`src/rtl/thread_scheduler_pkg.sv`:
```
// Shared thread-scheduler types and constants: thread id / virtual PC types, boot PC, quantum.
package thread_scheduler_pkg;

    localparam int n_threads = 4;
    localparam int tid_w     = (n_threads > 1) ? $clog2(n_threads) : 1;

    typedef logic [tid_w-1:0] threadid_t;
    typedef logic [31:0]      vptr_t;

    localparam vptr_t sched_boot_pc = 32'h1000;
    localparam int    sched_quantum = 4;

    typedef struct packed {
        logic      valid;
        threadid_t thread;
        vptr_t     pc;
    } fetch_slot_t;

    function automatic threadid_t next_thread(input threadid_t t);
        return (int'(t) == n_threads - 1) ? '0 : t + 1'b1;
    endfunction

endpackage

```
`src/rtl/thread_scheduler_rr_arbiter.sv`:
```
// Combinational round-robin arbiter: first requester at or after ptr, wrapping modulo N.
module rr_arbiter #(
    parameter  int N  = 4,
    localparam int IW = (N > 1) ? $clog2(N) : 1
) (
    input  logic [N-1:0]  req,
    input  logic [IW-1:0] ptr,
    output logic [N-1:0]  grant,
    output logic [IW-1:0] grant_idx,
    output logic          grant_valid
);

    logic [IW-1:0] idx_at [N];

    genvar gi;
    for (gi = 0; gi < N; gi++) begin : g_rot
        logic [IW:0] sum;
        assign sum        = {1'b0, ptr} + (IW+1)'(gi);
        assign idx_at[gi] = (sum >= (IW+1)'(N)) ? IW'(sum - (IW+1)'(N)) : IW'(sum);
    end

    // Scan from the farthest offset back to ptr so the nearest requester wins.
    always_comb begin
        grant_idx   = '0;
        grant_valid = 1'b0;
        grant       = '0;
        for (int k = N - 1; k >= 0; k--) begin
            if (req[idx_at[k]]) begin
                grant_idx   = idx_at[k];
                grant_valid = 1'b1;
            end
        end
        if (grant_valid) begin
            grant[grant_idx] = 1'b1;
        end
    end

endmodule

```
`src/rtl/thread_scheduler.sv`:
```
// Per-cycle fetch scheduler: round-robin thread issue with redirects, exception forcing, stalls.
// Optional macro SCHED_QUANTUM_EN lets a thread keep the slot for up to QUANTUM issues.
module thread_scheduler
    import thread_scheduler_pkg::*;
#(
    parameter vptr_t                  BOOT_PC           = sched_boot_pc,
    parameter logic [n_threads-1:0]   RESET_THREAD_MASK = {n_threads{1'b1}}
`ifdef SCHED_QUANTUM_EN
    ,
    parameter int                     QUANTUM           = sched_quantum
`endif
) (
    input  logic                 clk,
    input  logic                 rst,
    input  logic [n_threads-1:0] thread_en_set,
    input  logic [n_threads-1:0] thread_en_clr,
    input  logic [n_threads-1:0] thread_block,
    input  logic                 fetch_stall,
    input  logic                 redir_en,
    input  threadid_t            redir_thread,
    input  vptr_t                redir_pc,
    input  logic                 exc_en,
    input  threadid_t            exc_thread,
    output logic                 fetch_valid,
    output threadid_t            fetch_thread,
    output vptr_t                fetch_pc,
    output logic [n_threads-1:0] thread_active
);

    logic [n_threads-1:0] enable_reg;
    logic [n_threads-1:0] ready;
    logic [n_threads-1:0] exc_mask;
    threadid_t            ptr_reg;
    vptr_t                next_pc_reg [n_threads];
    fetch_slot_t          fetch_reg;

    logic [n_threads-1:0] arb_hot;
    threadid_t            arb_idx;
    logic                 arb_valid;
    logic [n_threads-1:0] grant_hot;
    threadid_t            grant_idx;
    logic                 grant_valid;
    vptr_t                grant_pc;
    logic                 issue;

    assign exc_mask = n_threads'(1) << exc_thread;
    assign ready    = exc_en ? (enable_reg & ~thread_block & exc_mask)
                             : (enable_reg & ~thread_block);

    rr_arbiter #(.N(n_threads)) u_arb (
        .req         (ready),
        .ptr         (ptr_reg),
        .grant       (arb_hot),
        .grant_idx   (arb_idx),
        .grant_valid (arb_valid)
    );

`ifdef SCHED_QUANTUM_EN
    localparam int QW = $clog2(QUANTUM + 1);
    logic [QW-1:0] q_cnt_reg;
    logic          hold;

    // The last issued thread keeps the slot while it stays ready and has quantum left.
    assign hold        = ~exc_en && (q_cnt_reg != '0) && (q_cnt_reg < QW'(QUANTUM))
                         && ready[fetch_reg.thread];
    assign grant_idx   = hold ? fetch_reg.thread : arb_idx;
    assign grant_hot   = hold ? (n_threads'(1) << fetch_reg.thread) : arb_hot;
    assign grant_valid = arb_valid;

    always_ff @(posedge clk) begin
        if (rst) begin
            q_cnt_reg <= '0;
        end else if (!fetch_stall) begin
            if (!grant_valid) begin
                q_cnt_reg <= '0;
            end else if (hold) begin
                q_cnt_reg <= q_cnt_reg + 1'b1;
            end else begin
                q_cnt_reg <= QW'(1);
            end
        end
    end
`else
    assign grant_idx   = arb_idx;
    assign grant_hot   = arb_hot;
    assign grant_valid = arb_valid;
`endif

    // Same-cycle redirect of the granted thread bypasses its stored PC.
    assign grant_pc = (redir_en && redir_thread == grant_idx) ? redir_pc : next_pc_reg[grant_idx];
    assign issue    = grant_valid & ~fetch_stall;

    always_ff @(posedge clk) begin
        if (rst) begin
            enable_reg <= RESET_THREAD_MASK;
            ptr_reg    <= '0;
            fetch_reg  <= '0;
        end else begin
            enable_reg <= (enable_reg | thread_en_set) & ~thread_en_clr;
            if (!fetch_stall) begin
                fetch_reg <= '{valid: grant_valid, thread: grant_idx, pc: grant_pc};
                if (grant_valid) begin
                    ptr_reg <= next_thread(grant_idx);
                end
            end
        end
    end

    genvar gi;
    for (gi = 0; gi < n_threads; gi++) begin : g_pc
        always_ff @(posedge clk) begin
            if (rst) begin
                next_pc_reg[gi] <= BOOT_PC;
            end else if (issue && grant_hot[gi]) begin
                next_pc_reg[gi] <= grant_pc + 32'd4;
            end else if (redir_en && redir_thread == threadid_t'(gi)) begin
                next_pc_reg[gi] <= redir_pc;
            end
        end
    end

    assign fetch_valid   = fetch_reg.valid;
    assign fetch_thread  = fetch_reg.thread;
    assign fetch_pc      = fetch_reg.pc;
    assign thread_active = enable_reg;

endmodule

```
`config.mk`:
```
export PLATFORM = sky130hd
export DESIGN_NAME = thread_scheduler
export DESIGN_NICKNAME = d
export VERILOG_FILES = /design/src/rtl/thread_scheduler_pkg.sv /design/src/rtl/thread_scheduler_rr_arbiter.sv /design/src/rtl/thread_scheduler.sv
export SDC_FILE = /design/constraint.sdc
export NUM_CORES = 1
export LEC_CHECK = 0
export ABC_AREA = 0
export CAP_MARGIN = 20
export CORE_MARGIN = 1.5
export CORE_UTILIZATION = 52
export DETAILED_ROUTE_END_ITERATION = 7
export HOLD_SLACK_MARGIN = 0.15
export PLACE_DENSITY = 0.77
export SLEW_MARGIN = 20
export SYNTH_ARGS = -nofsm -noshare
export SYNTH_HDL_FRONTEND = slang
export SYNTH_SLANG_ARGS = --single-unit
```
`constraint.sdc`:
```
create_clock -name clk -period 4.15 [get_ports clk]
set_input_delay 0.415 -clock clk [delete_from_list [all_inputs] [get_ports clk]]
set_output_delay 0.415 -clock clk [all_outputs]
set_load 0.03 [all_outputs]
```
==> results of run 1 <==
worst min-delay path by stage:
stage / slack [ps] / end / cells past startpoint / from
2_1_floorplan: 500 / ptr_reg[0] / 2 / ptr_reg[0]
3_5_place_dp: 480 / fetch_pc[6] / 2 / fetch_pc[6]
5_1_grt: 520 / thread_active[1] / 2 / thread_en_clr[1]
6_report: 480 / fetch_pc[1] / 2 / fetch_pc[1]
3_3_place_gp: 470 / fetch_pc[20] / 2 / fetch_pc[20]
4_1_cts: 490 / fetch_pc[6] / 2 / fetch_pc[6]
cells in the mapped netlist (all sizes together) (2+ instances only):
cell type	instances	share of area, %
o31ai	3	0.45
a211o	3	0.28
o21ai	42	2.3
nor2b	6	0.41
mux2i	39	4.2
nand2	82	3.4
o21a	6	0.49
nor3	9	0.49
ha	5	0.68
o311ai	2	0.38
xnor2	21	2.0
nand3	46	2.5
and3	8	0.54
inv	5	0.23
a21boi	6	0.49
dfxtp	41	8.9
a211oi	3	0.30
and2	7	0.47
nand2b	9	0.61
a21o	4	0.32
mux2	23	2.8
o21bai	4	0.32
nor4b	2	0.26
edfxtp	128	42
o211ai	9	0.73
a31oi	9	0.61
a221o	2	0.22
or3	2	0.14
xor2	7	0.66
a21oi	59	3.2
a22o	93	8.8
nand4	5	0.47
o32ai	4	0.87
a2111oi	4	0.38
nor3b	4	0.32
a22oi	2	0.16
nor2	91	3.7
a311oi	4	0.38
nor4	9	1.1
clkbuf	46	1.9
buf	20	1.2
metal layers:
layer	vias to the layer above	track usage, %	share of wire [%]
met5	-	0	0
li1	3619	-	-
met1	3884	42.3	42
met2	485	46.6	46
met4	0	10.9	2.0
met3	57	6.38	10
power by group through the flow:
stage	registers [W]	clock network, W	logic (W)
floorplan	0.00214	0	0.000737
global placement	0.00207	0	0.00139
detailed placement	0.00207	0	0.00140
CTS	0.00204	0.00153	0.00141
global route	0.00205	0.00159	0.00154
finish	0.00204	0.00151	0.00144
placed cells by master, fill, tap and decap left out, types with 3 or more instances in the layout:
| master | instances |
|---|---|
| a21o_1 | 4 |
| and3_1 | 8 |
| o21a_1 | 6 |
| nor4_2 | 8 |
| clkdlybuf4s50_1 | 89 |
| edfxtp_1 | 128 |
| xnor2_1 | 20 |
| a31oi_1 | 9 |
| nand2b_1 | 9 |
| mux2i_1 | 39 |
| inv_1 | 4 |
| nand2_1 | 80 |
| clkbuf_16 | 18 |
| a21oi_1 | 58 |
| nand3_1 | 46 |
| mux2_2 | 23 |
| and2_1 | 7 |
| ha_1 | 5 |
| o211ai_1 | 9 |
| o21ai_1 | 3 |
| buf_4 | 85 |
| a21boi_0 | 6 |
| clkinv_4 | 7 |
| a311oi_1 | 4 |
| buf_12 | 13 |
| nand4_1 | 3 |
| a22o_1 | 93 |
| a2111oi_2 | 3 |
| dfxtp_1 | 40 |
| o21bai_1 | 4 |
| xor2_1 | 7 |
| o21ai_0 | 38 |
| nor3b_1 | 4 |
| nor2_1 | 91 |
| nor3_1 | 9 |
| nor2b_1 | 6 |
kinds of logic (layout without fill, tap and decap cells):
family          count (synthesis)  in the layout  share of synthesized area (%)
compound gates                264            264                           21.3
xor+xnor                       28             28                           2.65
fa+ha+maj                       5              5                          0.677
buf+inv                        72            227                           3.37
flops                         169            169                           50.5
mux                            62             62                           7.02
simple gates                  282            282                           14.6
worst max-delay path: stages:
cell,delay [ps]
clkdlybuf4s50_1,540
nand2b_1,90
a21o_1,260
o32ai_1,350
buf_4,180
o311ai_2,110
a211o_2,380
buf_4,180
mux2i_1,130
inv_1,100
ha_1,220
o21ai_1,100
buf_4,180
buf_4,160
nor4b_2,290
xnor2_1,180
a22o_1,240
layout make-up:
type	instances	area (sq um)
multi-input cells	641	4320
fillers	1317	5690
flip-flops and latches	169	4670
clock inverters	11	86.3
clock buffers	21	482
well taps	225	282
repair buffers	189	1800
inverters	6	30.0
stage by stage:
step                cell area (sq um)  instances  util (%)  hold slack [ps]  power (W)
finish                          11700       1262      67.2              485    0.00499
global route                    11700       1262      67.2              518    0.00518
CTS                             11600       1262      67.1              492    0.00498
detailed placement              11100       1230      63.8              477    0.00348
global placement                11100       1230      63.8              473    0.00345
floorplan                        9250        882         -              498    0.00287
==> results by group, run 1 <==
CTS
  – Cts bufs inserted: 17
  – CTS Root Cell: clkbuf_16
  – Hold_buf cts: 0
  – # H-tree levels: 4
  – Clk slew on worst S/H paths: roughly 60 ps
  – Clock latency on the worst-skew pair: between 400 and 500 ps
  – Post-CTS setup buffers: 0
  – Clock Path Buffers: 2
  – CTS tree: done
  – Post-CTS sizing: 0
  – Clock sink count: ~170

Placement
  – # port buffers: 91
  – Dpl ws: -238 ps
  – Hpwl dp: roughly 17000 microns
  – Final Wtd Congestion: between 0.9 and 1

Power
  – Switch share: approximately a third
  – Int Pwr: 0.00342 W
  – Comb pwr share: a little under 30%
  – Power share of the clock group: between 30% and 40%
  – Max VDD drop: ~0.32 mV
  – PwrDens: between 400 and 500 nW/um^2
  – Lkg Pwr: ~4.3 nW
  – Sequential share of power: between 40% and 50%
  – Psw: 0.00157 W

Finish
  – Max FFs per register: 128
  – Area grow syn2layout: 26.2%
  – Fraction of layout instances using a drive strength above 1: 18.0%
  – # diodes: 0
  – Post-layout nets: 1082

Worst setup path
  – Setup crit start: exc_thread[1]
  – CP required: between 4000 and 5000 ps
  – WS Path Type: input pin to register
  – End point of the critical path: next_pc_reg[2][26]
  – Worst R2R Start: thread_active[2]
  – Arrival time at the worst endpoint: ~4100 ps
  – Setup crit end kind: register
  – R2R setup slack: 400 ps
  – Cells on worst reg2reg path: 16
  – Crit path launch type: input pin
  – Critical Path Fanout Max: 7
  – Worst r2r dst: next_pc_reg[2][26]

Route
  – WL final: 27400 microns
  – Via density: about 6.4
  – Iter 0 DRT Violations: 857
  – Router iterations before antenna repair: 5
  – Routed WL per cell: between 20 and 25 microns
  – Via count: 8045
  – Routed Antenna Nets: 0
  – Post-route DRC: 0

STA
  – Post-route setup slack: 206 ps
  – Final period util: a little over nine tenths
  – Post-Route Setup TNS: 0 ps
  – F_max: 0.254 GHz
  – Final-report hold violation count: 0
  – Setup-failing EPs final: 0
  – Slew margin rel.: a little under three fifths
  – Worst-Margin Slew: 647 ps
  – Slew Limit Fails: 0
  – Final setup skew: between 15 and 20 ps
  – Fin crit period: about 3900 ps

Synthesis
  – Number of flops mapped to enable cells by yosys: 128
  – Yosys reg bits: 169
  – Async SR Flop Fraction: 0%
  – Post-Syn Area per Cell: approximately 10 sq um
  – Number of distinct library cells after synthesis: 67
  – Primary FF master, synth: edfxtp_1
  – Sequential-to-total area share from yosys stat: 50.5%
  – Synth Warn #: 0
  – Mapped cell area: 9240 sq um
  – Syn nets: 940
  – Synth Instances: approximately 880

Global route
  – Largest net degree at the start of global routing: 66
  – Initial antenna violation count: 0
  – Vias in the first global route: 7561
  – Global-route wire length before repair: 41700 microns
  – GRT Util Overall: a little under a third
  – GRT Residual Overflow: 0

Floorplanning
  – Die Height: 136 microns
  – Core area: 17400 sq um
  – Die area: roughly 19000 sq um
  – Ports: 92
  – Die W: approximately 140 microns
  – Starting Density: between 50 and 60%
  – Site Rows: between 40 and 50

Run
  – Max Cap Violations: 0

Status
  – Outcome: finished clean

Worst hold path
  – Hold Crit Class: register to register
Note: power is estimated with default switching activity, not from simulation.
==> run 2, diff against run 1 <==
--- a/config.mk
+++ b/config.mk
@@ -10,6 +10,5 @@
 export CORE_MARGIN = 1.5
-export CORE_UTILIZATION = 52
+export CORE_UTILIZATION = 35
 export DETAILED_ROUTE_END_ITERATION = 7
 export HOLD_SLACK_MARGIN = 0.15
-export PLACE_DENSITY = 0.77
 export SLEW_MARGIN = 20
--- a/constraint.sdc
+++ b/constraint.sdc
@@ -3,2 +3,2 @@
 set_output_delay 0.415 -clock clk [all_outputs]
-set_load 0.03 [all_outputs]
+set_load 0.05 [all_outputs]
==> results by group, run 2 (same netlist as run 1, synthesis figures left out) <==
CTS
  – Post-CTS sizing: 0
  – CTS tree: done
  – # H-tree levels: 4
  – Post-CTS setup buffers: 0
  – Cts bufs inserted: 17
  – Clock Path Buffers: 2
  – Clock sink count: 169
  – CTS Root Cell: clkbuf_16
  – Clk slew on worst S/H paths: 70 ps
  – Clock latency on the worst-skew pair: 430 ps

Route
  – Router iterations before antenna repair: 6
  – Routed WL per cell: roughly 21 microns
  – Iter 0 DRT Violations: just over 700
  – WL final: between 20000 and 30000 microns
  – Routed Antenna Nets: 0
  – Via count: about 8k
  – Via density: roughly 5.6
  – Post-route DRC: 0

Finish
  – # diodes: 0
  – Commonest cells after routing, fill and taps aside: edfxtp_1, buf_4, a22o_1
  – Non-Filler Instances: about 1.4k
  – Area of the multi-input gates: roughly 4300 sq um
  – Final-layout fill cell count: around 2.5k
  – Fraction of layout instances using a drive strength above 1: around a fifth
  – FF/Latch Area: roughly 4700 sq um
  – Area grow syn2layout: 30.5%
  – Max FFs per register: between 100 and 150
  – Most common cell after layout, fill and taps aside: edfxtp_1
  – Post-layout nets: roughly 1.1k

Worst setup path
  – Arrival time at the worst endpoint: 4100 ps
  – Critical Path Fanout Max: 7
  – Setup crit start: exc_thread[0]
  – Cells on worst reg2reg path: 14
  – CP required: about 4300 ps
  – End point of the critical path: next_pc_reg[0][29]
  – CP Cell Sequence: clkdlybuf4s50_1, nand2b_1, a21o_1, o32ai_1, buf_4, o311ai_1, buf_4, a211oi_4, buf_4, nand3_1, o21ai_1, nand2_2, buf_4, nor4_2, xor2_1, a22o_1
  – Most numerous cell on the critical path: buf_4
  – Crit-path slowest cell: clkdlybuf4s50_1
  – Worst R2R Start: thread_active[0]
  – Critical path's largest stage delay: about 470 ps
  – Worst r2r dst: next_pc_reg[0][29]
  – Crit path launch type: input pin
  – Setup crit end kind: register
  – R2R setup slack: 480 ps
  – WS Path Type: input pin to register

Global route
  – GRT Residual Overflow: 0
  – Global-route wire length before repair: 45100 microns
  – Initial antenna violation count: 0
  – GRT Util Overall: between 20 and 25%
  – Largest net degree at the start of global routing: 66
  – Vias in the first global route: 7629

STA
  – Final-report hold violation count: 0
  – Setup-failing EPs final: 0
  – Post-Route Setup TNS: 0 ps
  – Final period util: about 94%
  – Worst-Margin Slew: 685 ps
  – Fin crit period: a little under 4000 ps
  – RSZ-0062 raised after global routing: no
  – Final setup skew: 14.0 ps
  – F_max: about 0.26 GHz
  – Slew margin rel.: 54.3%
  – Slew Limit Fails: 0

Floorplanning
  – Die area: approximately 27000 sq um
  – Ports: 92
  – Core area: about 26000 sq um
  – Starting Density: about 36%
  – Site Rows: 59
  – Die W: ~170 microns
  – Die Height: about 170 microns

Run
  – Max Cap Violations: 0

Power
  – Max VDD drop: 0.311 mV
  – PwrDens: between 400 and 500 nW/um^2
  – Lkg Pwr: 4.48 nW

Placement
  – Hpwl dp: about 20000 microns
  – Post-Place Cells: between 1k and 1.5k
  – # port buffers: about 90
  – Final Wtd Congestion: roughly 0.84

Worst hold path
  – Hold Crit Class: input pin to register

Status
  – Outcome: finished clean
==> run 2: cell count changes in the layout (fill, tap and decap cells not counted), sizes merged <==
| cell | previous run | this run |
|---|---|---|
| buf | 100 | 138 |
| clkinvlp | 0 | 1 |
| inv | 8 | 11 |
| clkinv | 9 | 5 |
==> run 2: through the flow <==
step / power, W / hold slack [ps] / utilization (%) / area (sq um) / worst slack (ps)
finish: 0.00511 / 441 / 46.4 / 12100 / 229
global placement: 0.00362 / 473 / 44.3 / 11500 / -137
CTS: 0.00512 / 425 / 46.4 / 12100 / 246
floorplan: 0.00293 / 498 / - / 9260 / 14.3
detailed placement: 0.00363 / 477 / 44.3 / 11500 / -164
global route: 0.00532 / 439 / 46.4 / 12100 / 3.35
==> run 2: what timing repair did <==
item,CTS,global route
hold buffers,0,0
endpoints found under the setup margin,0,2
endpoints found under the hold margin,0,0
==> run 2: cell type report <==
type / instances / share of cell area [%]
tap: 335 / 3.47
sequential: 169 / 38.7
inverter: 6 / 0.249
clock inverter: 11 / 0.716
multi-input combinational: 641 / 35.6
timing repair buffer: 227 / 17.4
clock buffer: 21 / 3.82
==> run 2: layer usage <==
metal | wire length (microns) | GRT usage (%) | vias to the layer above
met5 | 0 | 0 | -
met4 | 516 | 6.53 | 0
met3 | 1890 | 4.40 | 42
met2 | 13700 | 36.1 | 291
met1 | 13500 | 30.4 | 3867
li1 | - | - | 3713
==> run 2: critical path: cells and delay by family <==
family	cells	cell delay, ps
compound gates	6	1480
buf+inv	5	1220
xor+xnor	1	180
simple gates	4	790
==> run 2: worst min-delay path by stage <==
stage | endpoint | startpoint | cells past startpoint
floorplan | ptr_reg[0] | ptr_reg[0] | 2
global placement | fetch_pc[4] | fetch_pc[4] | 2
detailed placement | fetch_pc[1] | fetch_pc[1] | 2
CTS | fetch_pc[5] | rst | 2
global route | fetch_pc[5] | rst | 2
finish | fetch_pc[5] | rst | 2
==> run 2: where the power goes <==
group | switching (W) | total (W) | internal [W]
clock | 0.000685 | 0.00149 | 0.000808
sequential | 0.0000487 | 0.00203 | 0.00199
combinational | 0.000928 | 0.00158 | 0.000652
total | 0.00166 | 0.00511 | 0.00345
==> run 3, diff against run 2 <==
- PLACE_DENSITY: default -> 0.59
==> results by group, run 3 (same netlist as run 1, synthesis figures left out) <==
Status
  – Outcome: finished clean

Finish
  – Finished Cell Area: between 10000 and 15000 sq um
  – Post-layout nets: around 1.1k
  – Area grow syn2layout: 30.9%
  – Non-Filler Instances: around 1.4k
  – Commonest cells after routing, fill and taps aside: edfxtp_1, buf_4, a22o_1
  – Max FFs per register: around 130
  – Most common cell after layout, fill and taps aside: edfxtp_1
  – Fraction of layout instances using a drive strength above 1: between 20% and 30%
  – # diodes: 0

Worst setup path
  – WS Path Type: input pin to register
  – Setup crit start: exc_en
  – Critical Path Fanout Max: 9
  – Crit path launch type: input pin
  – R2R setup slack: between 400 and 500 ps
  – Setup crit end kind: register
  – CP required: 4340 ps
  – Worst R2R Start: thread_active[0]
  – End point of the critical path: next_pc_reg[0][31]
  – Arrival time at the worst endpoint: approximately 4100 ps
  – Cells on worst reg2reg path: 16
  – Worst r2r dst: next_pc_reg[0][31]

STA
  – Worst-Margin Slew: a little over 700 ps
  – Setup-failing EPs final: 0
  – Final-report hold violation count: 0
  – Final setup skew: between 15 and 20 ps
  – Slew Limit Fails: 0
  – Final period util: a little over nine tenths
  – Fin crit period: 3890 ps
  – RSZ-0062 raised after global routing: no
  – Slew margin rel.: between 50% and 60%
  – F_max: between 0.2 and 0.3 GHz

Route
  – Via density: 5.70
  – Router iterations before antenna repair: 5
  – Routed Antenna Nets: 0
  – Via count: approximately 8.0k
  – Routed WL per cell: around 22 microns
  – WL final: 30300 microns
  – Post-route DRC: 0
  – Iter 0 DRT Violations: slightly below 900

Global route
  – GRT Residual Overflow: 0
  – Global-route wire length before repair: about 46000 microns
  – M1 GR Usage: between 30% and 40%
  – Largest net degree at the start of global routing: 66
  – Initial antenna violation count: 0
  – Vias in the first global route: about 7.7k
  – GRT met3 Usage: 3.62%
  – Most crowded layer after global routing: met2
  – GRT Util Overall: 22.9%
  – M2 GR Usage: about 35%

CTS
  – Cts bufs inserted: 17
  – Post-CTS sizing: 0
  – CTS tree: done
  – CTS Root Cell: clkbuf_16
  – Clock sink count: roughly 170
  – Hold_buf cts: 0
  – Post-CTS setup buffers: 0
  – Clock Path Buffers: 2
  – Clk slew on worst S/H paths: about 70 ps
  – Clock latency on the worst-skew pair: around 450 ps
  – # H-tree levels: 4

Placement
  – # port buffers: 91
  – Final Wtd Congestion: between 0.8 and 0.9
  – Area after DPL: 11500 sq um
  – Post-Place Cells: around 1.4k
  – Hpwl dp: 19600 microns

Run
  – Max Cap Violations: 0

Power
  – Lkg Pwr: between 4 and 5 nW
  – Psw: roughly 0.0017 W
  – Max VDD drop: approximately 0.28 mV
  – Sequential share of power: between 30% and 40%
  – PwrDens: about 430 nW/um^2
  – Power share of the clock group: between 30% and 40%
  – Int Pwr: roughly 0.0035 W
  – Comb pwr share: between 30% and 40%
  – Switch share: 32.5%

Floorplanning
  – Ports: 92
  – Starting Density: between 30% and 40%
  – Site Rows: between 50 and 60
  – Die area: 27400 sq um
  – Core area: approximately 26000 sq um
  – Die W: about 170 microns
  – Die Height: roughly 170 microns

Worst hold path
  – Hold_sp: fetch_stall
  – Hold Crit Class: input pin to register
==> run 3: worst min path at each step <==
stage	cells after the start	end
3_5_place_dp	2	fetch_pc[1]
2_1_floorplan	2	ptr_reg[0]
6_report	4	ptr_reg[0]
4_1_cts	4	ptr_reg[0]
3_3_place_gp	2	fetch_pc[28]
5_1_grt	4	ptr_reg[0]
==> run 3: through the flow <==
stage / setup TNS [ps] / util [%] / hold WS, ps / worst slack (ps) / power [W]
finish: 0 / 46.6 / 407 / 259 / 0.00519
global route: 0 / 46.6 / 461 / 21.8 / 0.00540
global placement: -3590 / 44.4 / 473 / -140 / 0.00363
floorplan: 0 / - / 498 / 14.3 / 0.00293
detailed placement: -5360 / 44.4 / 482 / -176 / 0.00364
CTS: 0 / 46.6 / 396 / 263 / 0.00520
==> run 3: area by class of cell <==
type                    count  area [sq um]
fillers                  2443         13900
flip-flops and latches    169          4670
multi-input cells         641          4300
repair buffers            219          2110
clock buffers              20           457
well taps                 335           419
clock inverters            12           115
inverters                   6          30.0
==> run 3: power groups by stage <==
stage | Sequential, W | Clock, W | Combinational, W
after CTS | 0.00204 | 0.00158 | 0.00158
final | 0.00204 | 0.00157 | 0.00159
after global placement | 0.00207 | 0 | 0.00157
after global routing | 0.00205 | 0.00166 | 0.00170
after detailed placement | 0.00207 | 0 | 0.00157
after floorplan | 0.00219 | 0 | 0.000737
==> run 3: critical path: stages <==
cell and delay, ps:
clkdlybuf4s50_1 620, o21ai_2 140, and3_1 230, o311ai_4 260, buf_4 180, nand2_4 50, clkinv_4 130, buf_4 230
buf_4 190, mux2_2 160, o211ai_1 100, o21ai_0 250, nand4_2 180, buf_12 180, nor4_2 350, xnor2_1 190
a22o_1 230
==> run 3: metal layers <==
metal,up-vias,share of wire (%),wire (microns)
met3,26,7.2,2190
met5,-,0,0
met1,3942,46,14000
met4,0,1.2,367
li1,3687,-,-
met2,340,45,13800
==> variant 1 (flow settings as in run 3) <==
Set the package constant `n_threads` to 2 (it was 4).
--- a/src/rtl/thread_scheduler_pkg.sv
+++ b/src/rtl/thread_scheduler_pkg.sv
@@ -3,3 +3,3 @@
 
-    localparam int n_threads = 4;
+    localparam int n_threads = 2;
     localparam int tid_w     = (n_threads > 1) ? $clog2(n_threads) : 1;
Ports: changed (7 resized); port bits go from 92 to 81. The function was not compared with the original's and may differ.
==> variant 1 against run 3 <==
Synthesized area is 36% lower. Critical path type unchanged. Sequential cell count is 68 lower. Highest routed layer unchanged. Power is 45% lower. Worst setup slack better by 0.32 ns. Wire length is 39% lower. Final area is 38% lower. Largest power group unchanged. Non-clock buffer count is 91 lower. Global-route usage is 1.2 points lower. Critical endpoint is now next_pc_reg[1][29].
==> variant 1: results (changes against run 3) <==
| Metric | Value |
|---|---|
| Status | `completed` |
| Synth area leaders | `edfxtp_1 32%, dfxtp_1 12%, mux2i_1 5.1%, nand2_1 4.8%, nor2_1 4.5%` |
| DR WL/cell | `19.6 µm (-9.6%)` |
| Clock buffer cells | `10 (-50%)` |
| Hold/Removal Path Class | `flip-flop to flip-flop` |
| Leak | `2.73 nW (-39%)` |
| Metal1 wirelength | `8.21 mm (-41%)` |
| Reg-to-reg endpoint | `next_pc_reg[1][29]` |
| Multi-input combinational area share | `40.9% (+5.4 points)` |
| Area of placed instances | `0.00720 mm² (-38%)` |
| Post-Syn Nets | `680 (-28%)` |
| Met3 usage | `3.20% (-0.43 points)` |
| Fin crit share | `86.1% (-7.7 points)` |
| GPL Wtd Cong | `0.879 (+5.5%)` |
| Worst IR drop on VDD | `0.000213 V (-25%)` |
| Post-synthesis adder-cell area fraction | `0.211% (-0.47 points)` |
| TritonCTS Buffers | `9 (-8)` |
| Switching share of power | `30.8% (-1.8 points)` |
| Post-synthesis mux area share | `6.23% (-0.79 points)` |
| Worst Hold Depth | `2 (-2)` |
| Seq. cell area | `0.00266 mm² (-43%)` |
| Global Route met2 Usage | `35.1% (-0.30 points)` |
| Hold Path End | `fetch_pc[25]` |
| Total global routing track utilization | `21.7% (-1.2 points)` |
| Met1 usage | `28.8% (-4.0 points)` |
| P_sw | `873 µW (-48%)` |
| H-tree lvl count | `3 (-1)` |
| Via count | `5,437 (-32%)` |
| Signal buffers share of area | `15.5% (-2.0 points)` |
| Global-route wire length before repair | `29.8 mm (-35%)` |
| Distinct cell type count after synthesis | `60 (-10%)` |
| FFs & Latches | `101 (-40%)` |
| Post-route cell area | `0.00751 mm² (-38%)` |
| Non-clock buffer total of the final layout | `128 (-42%)` |
| R2r setup slk | `0.76 ns (+0.34 ns)` |
| Worst Tran Pin Value | `1.01 ns (+0.305 ns)` |
| Metal3 WL | `1.11 mm (-49%)` |
| RR Startpoint | `thread_active[1]` |
| Core area | `0.0166 mm² (-36%)` |
| # port buffers | `80 (-12%)` |
| Fillcell total | `1,633 (-33%)` |
| Hold Worst Slack | `0.465 ns (+0.0580 ns)` |
| Post-Synth XOR/XNOR Area | `3.98% (+1.3 points)` |
| Placed insts | `937 (-32%)` |
| Layout cells sized above 1 | `12.4% (-7.7 points)` |
| Worst slack, placed | `0.242 ns (+0.419 ns)` |
| Layout clock area frac | `4.20% (-0.53 points)` |
| Commonest cells post-synth | `76 x nand2_1, 71 x nor2_1, 64 x edfxtp_1` |
| Total Nets Final | `774 (-30%)` |
| Post-Syn Instances | `634 (-28%)` |
==> variant 1: changes by cell type after synthesis, moves of 9 or more <==
cell             run 3  this run
a22o_1              93        29
edfxtp_1           128        64
nor2_1              91        71
clkbuf_1            46        27
mux2_2              23         5
nand3_1             46        29
o21ai_0             39        22
mux2i_1             39        30
o211ai_1             9         0
==> variant 1: how the worst max path moves through the flow <==
stage / start / end / cells past startpoint
floorplan: thread_active[1] / next_pc_reg[0][20] / 15
global placement: exc_en / next_pc_reg[1][24] / 13
detailed placement: thread_block[1] / next_pc_reg[1][29] / 10
CTS: thread_block[1] / next_pc_reg[1][29] / 10
global route: exc_en / next_pc_reg[0][28] / 15
finish: thread_block[1] / next_pc_reg[1][29] / 10
==> variant 1: critical path: cells and delay by family <==
kind,cells,cell delay [ns]
simple gates,4,1.81
buf+inv,2,0.75
mux,2,0.41
xor+xnor,1,0.19
compound gates,1,0.09
==> variant 2 (config.mk and constraints of run 3) <==
Without the edit above. The option `SCHED_QUANTUM_EN` is turned on by a define.
--- a/src/rtl/thread_scheduler.sv
+++ b/src/rtl/thread_scheduler.sv
@@ -2,2 +2,4 @@
 // Optional macro SCHED_QUANTUM_EN lets a thread keep the slot for up to QUANTUM issues.
+`define SCHED_QUANTUM_EN
+
 module thread_scheduler
Behaviour: not the same (a bounded check fails within 4 cycles, from zero or initial values and one cycle with rst high).
==> variant 2 against run 3 <==
Worst setup slack worse by 0.18 ns. Synthesized cell count is 29% higher. First-iteration DRC count is 10% higher. Register-to-register slack worse by 0.34 ns. Final area is 13% higher. Largest power group unchanged. Clock power hardly changed. Wire length is 24% higher. Critical endpoint is now next_pc_reg[3][29]. Global-route usage is 1.3 points higher. Synthesized area is 13% higher. Power is 3.3% higher. Sequential cell count is 3 higher.
==> variant 2: results (changes against run 3) <==
| Metric | Value |
|---|---|
| H-tree lvl count | `4 (unchanged)` |
| Non-clock buffer total of the final layout | `271 (+24%)` |
| Vias in the first global route | `9,658 (+26%)` |
| Signal buffers share of area | `17.3% (-0.13 points)` |
| Max clock buf depth | `2 (unchanged)` |
| Layout clock area frac | `4.01% (-0.71 points)` |
| Clock root buffer master | `clkbuf_16` |
| GPL Wtd Cong | `0.911 (+9.3%)` |
| Status | `completed` |
| Via-to-Cell Ratio | `5.85 (+2.5%)` |
| Max stage delay cell, worst path | `or3_4` |
| Area of the multi-input gates | `0.00551 mm² (+28%)` |
| DR iter-0 viols | `981 (+10%)` |
| Global-route wire length before repair | `56.9 mm (+24%)` |
| First drt pass iteration count | `8 (+3)` |
| Leak | `5.09 nW (+14%)` |
| Commonest cells post-synth | `160 x nand2_1, 128 x edfxtp_1, 108 x o21ai_0` |
| Post-Syn Nets | `1,195 (+27%)` |
| # diodes | `0 (unchanged)` |
| DP HPWL | `25.2 mm (+29%)` |
| Largest register FFs | `128 (unchanged)` |
| Worst Tran Pin Value | `1.05 ns (+0.345 ns)` |
| Worst IR drop on VDD | `0.000236 V (-17%)` |
| Largest stage delay, worst path | `0.41 ns (-0.21 ns)` |
| Fillcell total | `2,789 (+14%)` |
| Synth top area share | `36.7% (-4.9 points)` |
| Inverter count | `14 (+8)` |
| FFs & Latches | `172 (+1.8%)` |
| YS warnings | `0 (unchanged)` |
| Worst EP arrival | `4.25 ns (+0.16 ns)` |
| Register area share after synthesis | `45.1% (-5.3 points)` |
| Clock buffer cells | `18 (-10%)` |
| Sequential cell area share | `34.6% (-4.0 points)` |
| DRT Wirelength | `37.6 mm (+24%)` |
| Worst slack, placed | `-0.296 ns (-0.119 ns)` |
| Metal3 WL | `2.83 mm (+30%)` |
| CP Max Fanout | `7 (-2)` |
| Total global routing track utilization | `24.2% (+1.3 points)` |
| Total Nets Final | `1,397 (+26%)` |
| Synth area leaders | `edfxtp_1 37%, dfxtp_1 8.4%, nand2_1 5.7%, o21ai_0 5.2%, nand3_1 3.7%` |
| Distinct cell type count after synthesis | `89 (+33%)` |
| Setup Skew | `0.0165 ns (+0.000306 ns)` |
| Multi-input combinational cell count | `865 (+35%)` |
| TritonCTS Buffers | `17 (unchanged)` |
| Met2 WL | `17.7 mm (+29%)` |
| Metal1 wirelength | `16.2 mm (+15%)` |
| Layout cells sized above 1 | `22.6% (+2.4 points)` |
| Pin count of the biggest net entering global routing | `61 (-7.6%)` |
variant 2: metal layers:
layer,vias up,GRT usage (%)
met5,-,0
li1,4675,-
met2,485,39.4
met3,74,3.44
met1,4960,33.1
met4,0,7.83
variant 2: logic make-up after synthesis:
logic type / synth area share [%]
multiplexers: 4.21
XOR/XNOR: 1.34
adder cells (fa/ha/maj): 0.359
AO/OA/AOI/OAI: 21.4
flip-flops: 45.1
AND/OR/NAND/NOR: 22.9
buffers and inverters: 4.59
variant 2: path summary, 6_finish.rpt:
kind                start  slack, ns  depth (start not counted)                  to
min reg2reg   fetch_pc[6]       0.47                          2         fetch_pc[6]
max reg2reg  q_cnt_reg[1]       0.08                         18  next_pc_reg[3][29]
max          q_cnt_reg[1]       0.08                         18  next_pc_reg[3][29]
min           fetch_stall       0.43                          4          ptr_reg[1]
variant 2: stage by stage:
step | std cells | power [mW] | utilization (%) | TNS (ns) | area [µm²]
finish | 1744 | 5.36 | 46.4 | 0 | 13700
global route | 1744 | 5.56 | 46.4 | -0.557 | 13700
CTS | 1736 | 5.31 | 45.4 | 0 | 13400
detailed placement | 1704 | 3.76 | 43.6 | -15.28 | 12900
global placement | 1704 | 3.75 | 43.6 | -12.98 | 12900
floorplan | 1139 | 3.06 | - | 0 | 10500
variant 2: timing repair:
item	CTS	global route
hold buffers	0	0
resized for setup	0	51
endpoints found under the setup margin	0	75
setup buffers	0	8
variant 2: worst max-delay path: cells and delay by family, from the launching register on:
kind	cells	cell delay, ns
DFF	1	0.35
AOI/OAI and AO/OA	6	1.14
buffers and inverters	6	0.79
adders and majority gates	1	0.15
and+or+nand+nor	5	1.37
variant 2: power by group:
group          leakage [nW]  internal [mW]  switching, mW
sequential             1.71           2.02         0.0640
clock                 0.263          0.827          0.743
combinational          3.11          0.690           1.02
total                  5.09           3.54           1.82
